<file path="src/rtl/serial_add_ctrl.sv">
// serial_add_ctrl: bit-serial adder controller built around a single full-adder
// cell. One operand bit is consumed per clock, LSB first, so an operation spans
// WIDTH clocks of RUN, then one DONE cycle before returning to IDLE.
// Optional feature: define SERIAL_ADD_SUB_EN to add a 'sub' input that turns
// the operation into a - b (two's complement via inverted b and carry-in 1).

module fa (
   input  logic a,
   input  logic b,
   input  logic cin,
   output logic s,
   output logic cout
);
   assign s    = a ^ b ^ cin;
   assign cout = (a & b) | (cin & (a ^ b));
endmodule

module serial_add_ctrl #(
   parameter int WIDTH = 8
) (
   input  logic             clk,
   input  logic             rst,
   input  logic             start,
   input  logic [WIDTH-1:0] a,
   input  logic [WIDTH-1:0] b,
   input  logic             cin,
`ifdef SERIAL_ADD_SUB_EN
   input  logic             sub,
`endif
   output logic             busy,
   output logic             done,
   output logic [WIDTH-1:0] sum,
   output logic             cout,
   output logic             ovf
);

   // One extra counter bit so the count cannot wrap inside an operation.
   localparam int CW = $clog2(WIDTH) + 1;

   typedef enum logic [1:0] {
      IDLE = 2'd0,
      RUN  = 2'd1,
      DONE = 2'd2
   } state_t;

   state_t           state_q, state_d;
   logic [WIDTH-1:0] a_sh_q, a_sh_d;
   logic [WIDTH-1:0] b_sh_q, b_sh_d;
   logic [WIDTH-1:0] res_q, res_d;
   logic             carry_q, carry_d;
   logic [CW-1:0]    cnt_q, cnt_d;
   logic             busy_q, busy_d;
   logic             done_q, done_d;
   logic [WIDTH-1:0] sum_q, sum_d;
   logic             cout_q, cout_d;
   logic             ovf_q, ovf_d;

   logic             accept_s;
   logic             last_bit_s;
   logic             fa_s_s;
   logic             fa_co_s;
   logic [WIDTH-1:0] b_load_s;
   logic             c_load_s;

   // The single full-adder cell, fed by the operand LSBs and the carry register.
   fa u_fa (
      .a    (a_sh_q[0]),
      .b    (b_sh_q[0]),
      .cin  (carry_q),
      .s    (fa_s_s),
      .cout (fa_co_s)
   );

   // Handshake decode: start only counts in IDLE; the last bit is count WIDTH-1.
   always_comb begin
      accept_s   = (state_q == IDLE) && start;
      last_bit_s = (state_q == RUN) && (cnt_q == CW'(WIDTH - 1));
   end

   // Operand b and carry-in as loaded at acceptance (inverted b and carry 1 for subtract).
   always_comb begin
      b_load_s = b;
      c_load_s = cin;
`ifdef SERIAL_ADD_SUB_EN
      if (sub) begin
         b_load_s = ~b;
         c_load_s = 1'b1;
      end else begin
         b_load_s = b;
         c_load_s = cin;
      end
`endif
   end

   // State register and all datapath/output flops with synchronous reset.
   always_ff @(posedge clk) begin
      if (rst) begin
         state_q <= IDLE;
         a_sh_q  <= '0;
         b_sh_q  <= '0;
         res_q   <= '0;
         carry_q <= 1'b0;
         cnt_q   <= '0;
         busy_q  <= 1'b0;
         done_q  <= 1'b0;
         sum_q   <= '0;
         cout_q  <= 1'b0;
         ovf_q   <= 1'b0;
      end else begin
         state_q <= state_d;
         a_sh_q  <= a_sh_d;
         b_sh_q  <= b_sh_d;
         res_q   <= res_d;
         carry_q <= carry_d;
         cnt_q   <= cnt_d;
         busy_q  <= busy_d;
         done_q  <= done_d;
         sum_q   <= sum_d;
         cout_q  <= cout_d;
         ovf_q   <= ovf_d;
      end
   end

   // Next-state logic: IDLE -> RUN on start, RUN -> DONE after last bit, DONE -> IDLE.
   always_comb begin
      state_d = state_q;
      case (state_q)
         IDLE: begin
            if (start) state_d = RUN;
            else       state_d = IDLE;
         end
         RUN: begin
            if (last_bit_s) state_d = DONE;
            else            state_d = RUN;
         end
         DONE:    state_d = IDLE;
         default: state_d = IDLE;
      endcase
   end

   // Serial datapath: load on acceptance, shift one bit per RUN cycle, hold otherwise.
   always_comb begin
      a_sh_d  = a_sh_q;
      b_sh_d  = b_sh_q;
      res_d   = res_q;
      carry_d = carry_q;
      cnt_d   = cnt_q;
      if (accept_s) begin
         a_sh_d  = a;
         b_sh_d  = b_load_s;
         res_d   = '0;
         carry_d = c_load_s;
         cnt_d   = '0;
      end else if (state_q == RUN) begin
         a_sh_d  = {1'b0, a_sh_q[WIDTH-1:1]};
         b_sh_d  = {1'b0, b_sh_q[WIDTH-1:1]};
         res_d   = {fa_s_s, res_q[WIDTH-1:1]};
         carry_d = fa_co_s;
         cnt_d   = cnt_q + CW'(1);
      end else begin
         a_sh_d  = a_sh_q;
         b_sh_d  = b_sh_q;
         res_d   = res_q;
         carry_d = carry_q;
         cnt_d   = cnt_q;
      end
   end

   // Output logic: busy spans accept..last bit; results publish on the edge entering DONE.
   always_comb begin
      busy_d = 1'b0;
      done_d = last_bit_s;
      sum_d  = sum_q;
      cout_d = cout_q;
      ovf_d  = ovf_q;
      case (state_q)
         IDLE:    busy_d = start;
         RUN:     busy_d = ~last_bit_s;
         DONE:    busy_d = 1'b0;
         default: busy_d = 1'b0;
      endcase
      if (last_bit_s) begin
         sum_d  = {fa_s_s, res_q[WIDTH-1:1]};
         cout_d = fa_co_s;
         // carry_q here is the carry into the MSB.
         ovf_d  = carry_q ^ fa_co_s;
      end else begin
         sum_d  = sum_q;
         cout_d = cout_q;
         ovf_d  = ovf_q;
      end
   end

   assign busy = busy_q;
   assign done = done_q;
   assign sum  = sum_q;
   assign cout = cout_q;
   assign ovf  = ovf_q;

endmodule

</file>
<file path="config.mk">
export PLATFORM = sky130hd
export DESIGN_NAME = serial_add_ctrl
export DESIGN_NICKNAME = d
export VERILOG_FILES = /design/src/rtl/serial_add_ctrl.sv
export SDC_FILE = /design/constraint.sdc
export NUM_CORES = 1
export LEC_CHECK = 0
export CAP_MARGIN = 15
export CELL_PAD_IN_SITES_DETAIL_PLACEMENT = 0
export CELL_PAD_IN_SITES_GLOBAL_PLACEMENT = 1
export CORE_ASPECT_RATIO = 1.5
export CORE_UTILIZATION = 40
export CTS_BUF_LIST = sky130_fd_sc_hd__clkbuf_4 sky130_fd_sc_hd__clkbuf_8
export CTS_CLUSTER_SIZE = 8
export DETAILED_ROUTE_END_ITERATION = 8
export PLACE_DENSITY = 0.84
export SLEW_MARGIN = 20
export SYNTH_ARGS = -nofsm -noshare
export SYNTH_HDL_FRONTEND = slang
export SYNTH_HIERARCHICAL = 1
export SYNTH_SLANG_ARGS = --single-unit
</file>
<file path="constraint.sdc">
create_clock -name clk -period 1.8 [get_ports clk]
set_input_delay 0.27 -clock clk [delete_from_list [all_inputs] [get_ports clk]]
set_output_delay 0.27 -clock clk [all_outputs]
set_load 0.03 [all_outputs]
</file>
==> summary.txt <==
Drt
  • Via count: 1,475
  • Post-route DRC violation count: 0
  • Final ANT Viol Nets: 0
  • DR WL/cell: 11.8 microns
  • Initial DRC count: 47
  • DR pass1 iterations: 4
  • Vias/cell: 5.31
  • Final WL: 3.28 mm

GRT
  • Total GRT Usage: 0.164
  • Total gr overflow: 0
  • Largest net degree at the start of global routing: 31
  • Initial antenna violation count: 0
  • First-pass GRT wire length: 5.85 mm
  • Vias in the first global route: 1,394

Critical path
  • Reg2reg path depth: 4
  • Critical-path top delay cell: clkdlybuf4s50_1
  • Worst R2R End: ovf
  • WP depth: 1
  • Worst Path Arrival: 1300 ps
  • Worst Setup End Kind: output port
  • Worst setup endpoint: ovf
  • Bufs and invs on worst path: 1
  • Worst r2r src: cnt_q[0]
  • Crit start category: flip-flop
  • CP cell instances: clkdlybuf4s50_1
  • Flop2flop setup slack: 310 ps
  • Kind of critical path: flip-flop to output port
  • CP Data Required Time: 1530 ps
  • Max Fanout on Critical Path: 2
  • CP top delay family: buffers and inverters
  • CP Launch Point: ovf
  • Crit path largest cell delay: 670 ps

Floorplan
  • Core Area: 4030 sq um
  • Total die area: 4540 sq um
  • Boundary Pins: 32
  • Initial Util: 0.424
  • Die Wd: 55.3 microns
  • Rows: 28
  • Die height: 82 microns

Cells and area
  • Fill cells: 383
  • Area grow syn2layout: 29.3%
  • Share of cells above drive strength 1: 0.133
  • Post-Layout Cell Count: 278
  • Finished Cell Area: 2210 sq um
  • Layout Utilization: 0.548
  • Antenna fix cells: 0
  • Nets@finish: 254

STA
  • Tightest Pin Transition: 369 ps
  • Final Hold Viols: 0
  • Crit path time final: 1570 ps
  • Part of the cycle the worst path needs: 0.875
  • Max-slew headroom: 0.754
  • Fmax: 635 MHz
  • PnR worst setup slack: 225 ps
  • Slew Limit Fails: 0
  • Hold slack: 465 ps
  • Post-route clock skew: 5.18 ps
  • RSZ-0062 raised after global routing: no
  • # setup viols final: 0
  • Setup TNS: 0 ps

Outcome
  • Status: finished, final reports clean

Yosys
  • Yosys cell types: 31
  • Syn_area_per_cell: 8.58 sq um
  • Synth Instances: 199
  • Yosys reg bits: 41
  • Post-Syn Nets: 221
  • Post-Syn Area: 1710 sq um
  • YS warnings: 6
  • Seq/Total Area, Yosys: 0.481

Clock network
  • Clock Sinks: 41
  • Cts hold-fix bufs: 0
  • Worst-path clk slew: 70 ps
  • CTS tree: done
  • Worst-Skew Late Latency: 290 ps
  • Num CTS Buffers: 5
  • H-tree Lvls: 2
  • Clock buffer depth: 2
  • Root buf cell: clkbuf_8

Power and ir drop
  • Peak supply drop: 0.639 mV
  • Pwr Density: 887 nW/um^2
  • LEAKAGE: 0.831 nW
  • Total Power: 1.96 mW

Placement
  • DP HPWL: 2.28 mm
  • Gpl congestion: 0.711
  • PortBufs: 31
  • Placed cell count: 270
  • Placed cell area: 2080 sq um
  • Dpl ws: 111 ps

Min path
  • Hold Crit Class: flip-flop to flip-flop

Job
  • Max-cap violations: 0
-- worst min-delay path by stage --
stage                          from         to  cells after the start
after floorplan                a[0]  a_sh_q[0]                      2
after global placement    b_sh_q[5]  b_sh_q[4]                      2
after detailed placement   res_q[1]   res_q[1]                      2
after CTS                 a_sh_q[5]  a_sh_q[4]                      2
after global routing      b_sh_q[4]  b_sh_q[3]                      2
final                     b_sh_q[4]  b_sh_q[3]                      2
-- state kept, by name (all words and copies together), names as in the netlist, 2 cells and up --
signal	cells
a_sh_q	8
b_sh_q	8
sum	8
res_q	7
cnt_q	4
state_q	2
-- what timing repair did --
| action | CTS | global route |
|---|---|---|
| resized for setup | 0 | 1 |
| endpoints found under the setup margin | 0 | 1 |
| buffers inserted | 0 | 0 |
-- synthesized netlist by cell type --
| master | n | area, sq um |
|---|---|---|
| o21ba_2 | 1 | 10.0 |
| or3_1 | 1 | 6.26 |
| buf_6 | 3 | 33.8 |
| a22oi_1 | 2 | 15.0 |
| buf_2 | 2 | 10.0 |
| nand2_2 | 1 | 6.26 |
| nand2_1 | 46 | 173 |
| and3b_4 | 1 | 12.5 |
| clkbuf_1 | 8 | 30.0 |
| and2b_1 | 1 | 7.51 |
| and2_1 | 1 | 6.26 |
| fa_1 | 1 | 20.0 |
| a211oi_1 | 1 | 7.51 |
| a31o_2 | 9 | 78.8 |
| nand2b_1 | 10 | 62.6 |
| a21o_1 | 1 | 7.51 |
| dfxtp_1 | 41 | 821 |
| a21oi_1 | 20 | 100 |
| buf_4 | 2 | 15.0 |
| ha_1 | 1 | 12.5 |
| nor2b_1 | 1 | 6.26 |
| clkinv_1 | 1 | 3.75 |
| nor2_1 | 4 | 15.0 |
| and3_1 | 2 | 12.5 |
| or3b_1 | 1 | 8.76 |
| xnor2_1 | 3 | 26.3 |
| a31oi_1 | 15 | 93.8 |
| nor3b_2 | 1 | 12.5 |
| o21ai_0 | 16 | 80.1 |
| o21bai_1 | 1 | 7.51 |
| nand3_1 | 1 | 5.00 |
-- cells in the final DEF, fill, tap and decap left out, types with 2 or more instances in the layout --
master,netlist,routed
nand2_1,46,46
dfxtp_1,41,41
clkdlybuf4s50_1,0,30
a21oi_1,20,20
o21ai_0,16,16
a31oi_1,15,15
nand2b_1,10,10
a31o_2,9,9
buf_4,2,8
clkbuf_8,0,6
nor2_1,4,4
xnor2_1,3,3
and3_1,2,2
a22oi_1,2,2
buf_12,0,2
-- metal layers --
layer,global-route usage,up-vias,wire length (microns)
met4,0.0750,0,53
met2,0.317,30,1690
li1,-,756,-
met3,0.0472,5,101
met5,0,-,0
met1,0.162,684,1440
-- final cells by class --
| type | instances | area, sq um | share of cell area |
|---|---|---|---|
| flip-flops and latches | 41 | 821 | 0.372 |
| repair buffers | 41 | 413 | 0.187 |
| multi-input cells | 142 | 793 | 0.359 |
| clock buffers | 7 | 90.1 | 0.0408 |
| clock inverters | 1 | 30.0 | 0.0136 |
| well taps | 45 | 56.3 | 0.0255 |
| inverters | 1 | 3.75 | 0.00170 |
-- cells by family after synthesis --
logic type	Yosys count	share of synthesized area
buffers and inverters	16	0.0542
DFF	41	0.481
adders and majority gates	2	0.0191
and+or+nand+nor	71	0.196
AOI/OAI and AO/OA	66	0.235
xor gates and xnor gates	3	0.0154
-- power breakdown --
| group | internal (mW) | switching (mW) | leakage (nW) |
|---|---|---|---|
| sequential | 0.945 | 0.0244 | 0.334 |
| clock | 0.467 | 0.302 | 0.0619 |
| combinational | 0.112 | 0.107 | 0.435 |
Power figures use the tool's default switching activity.
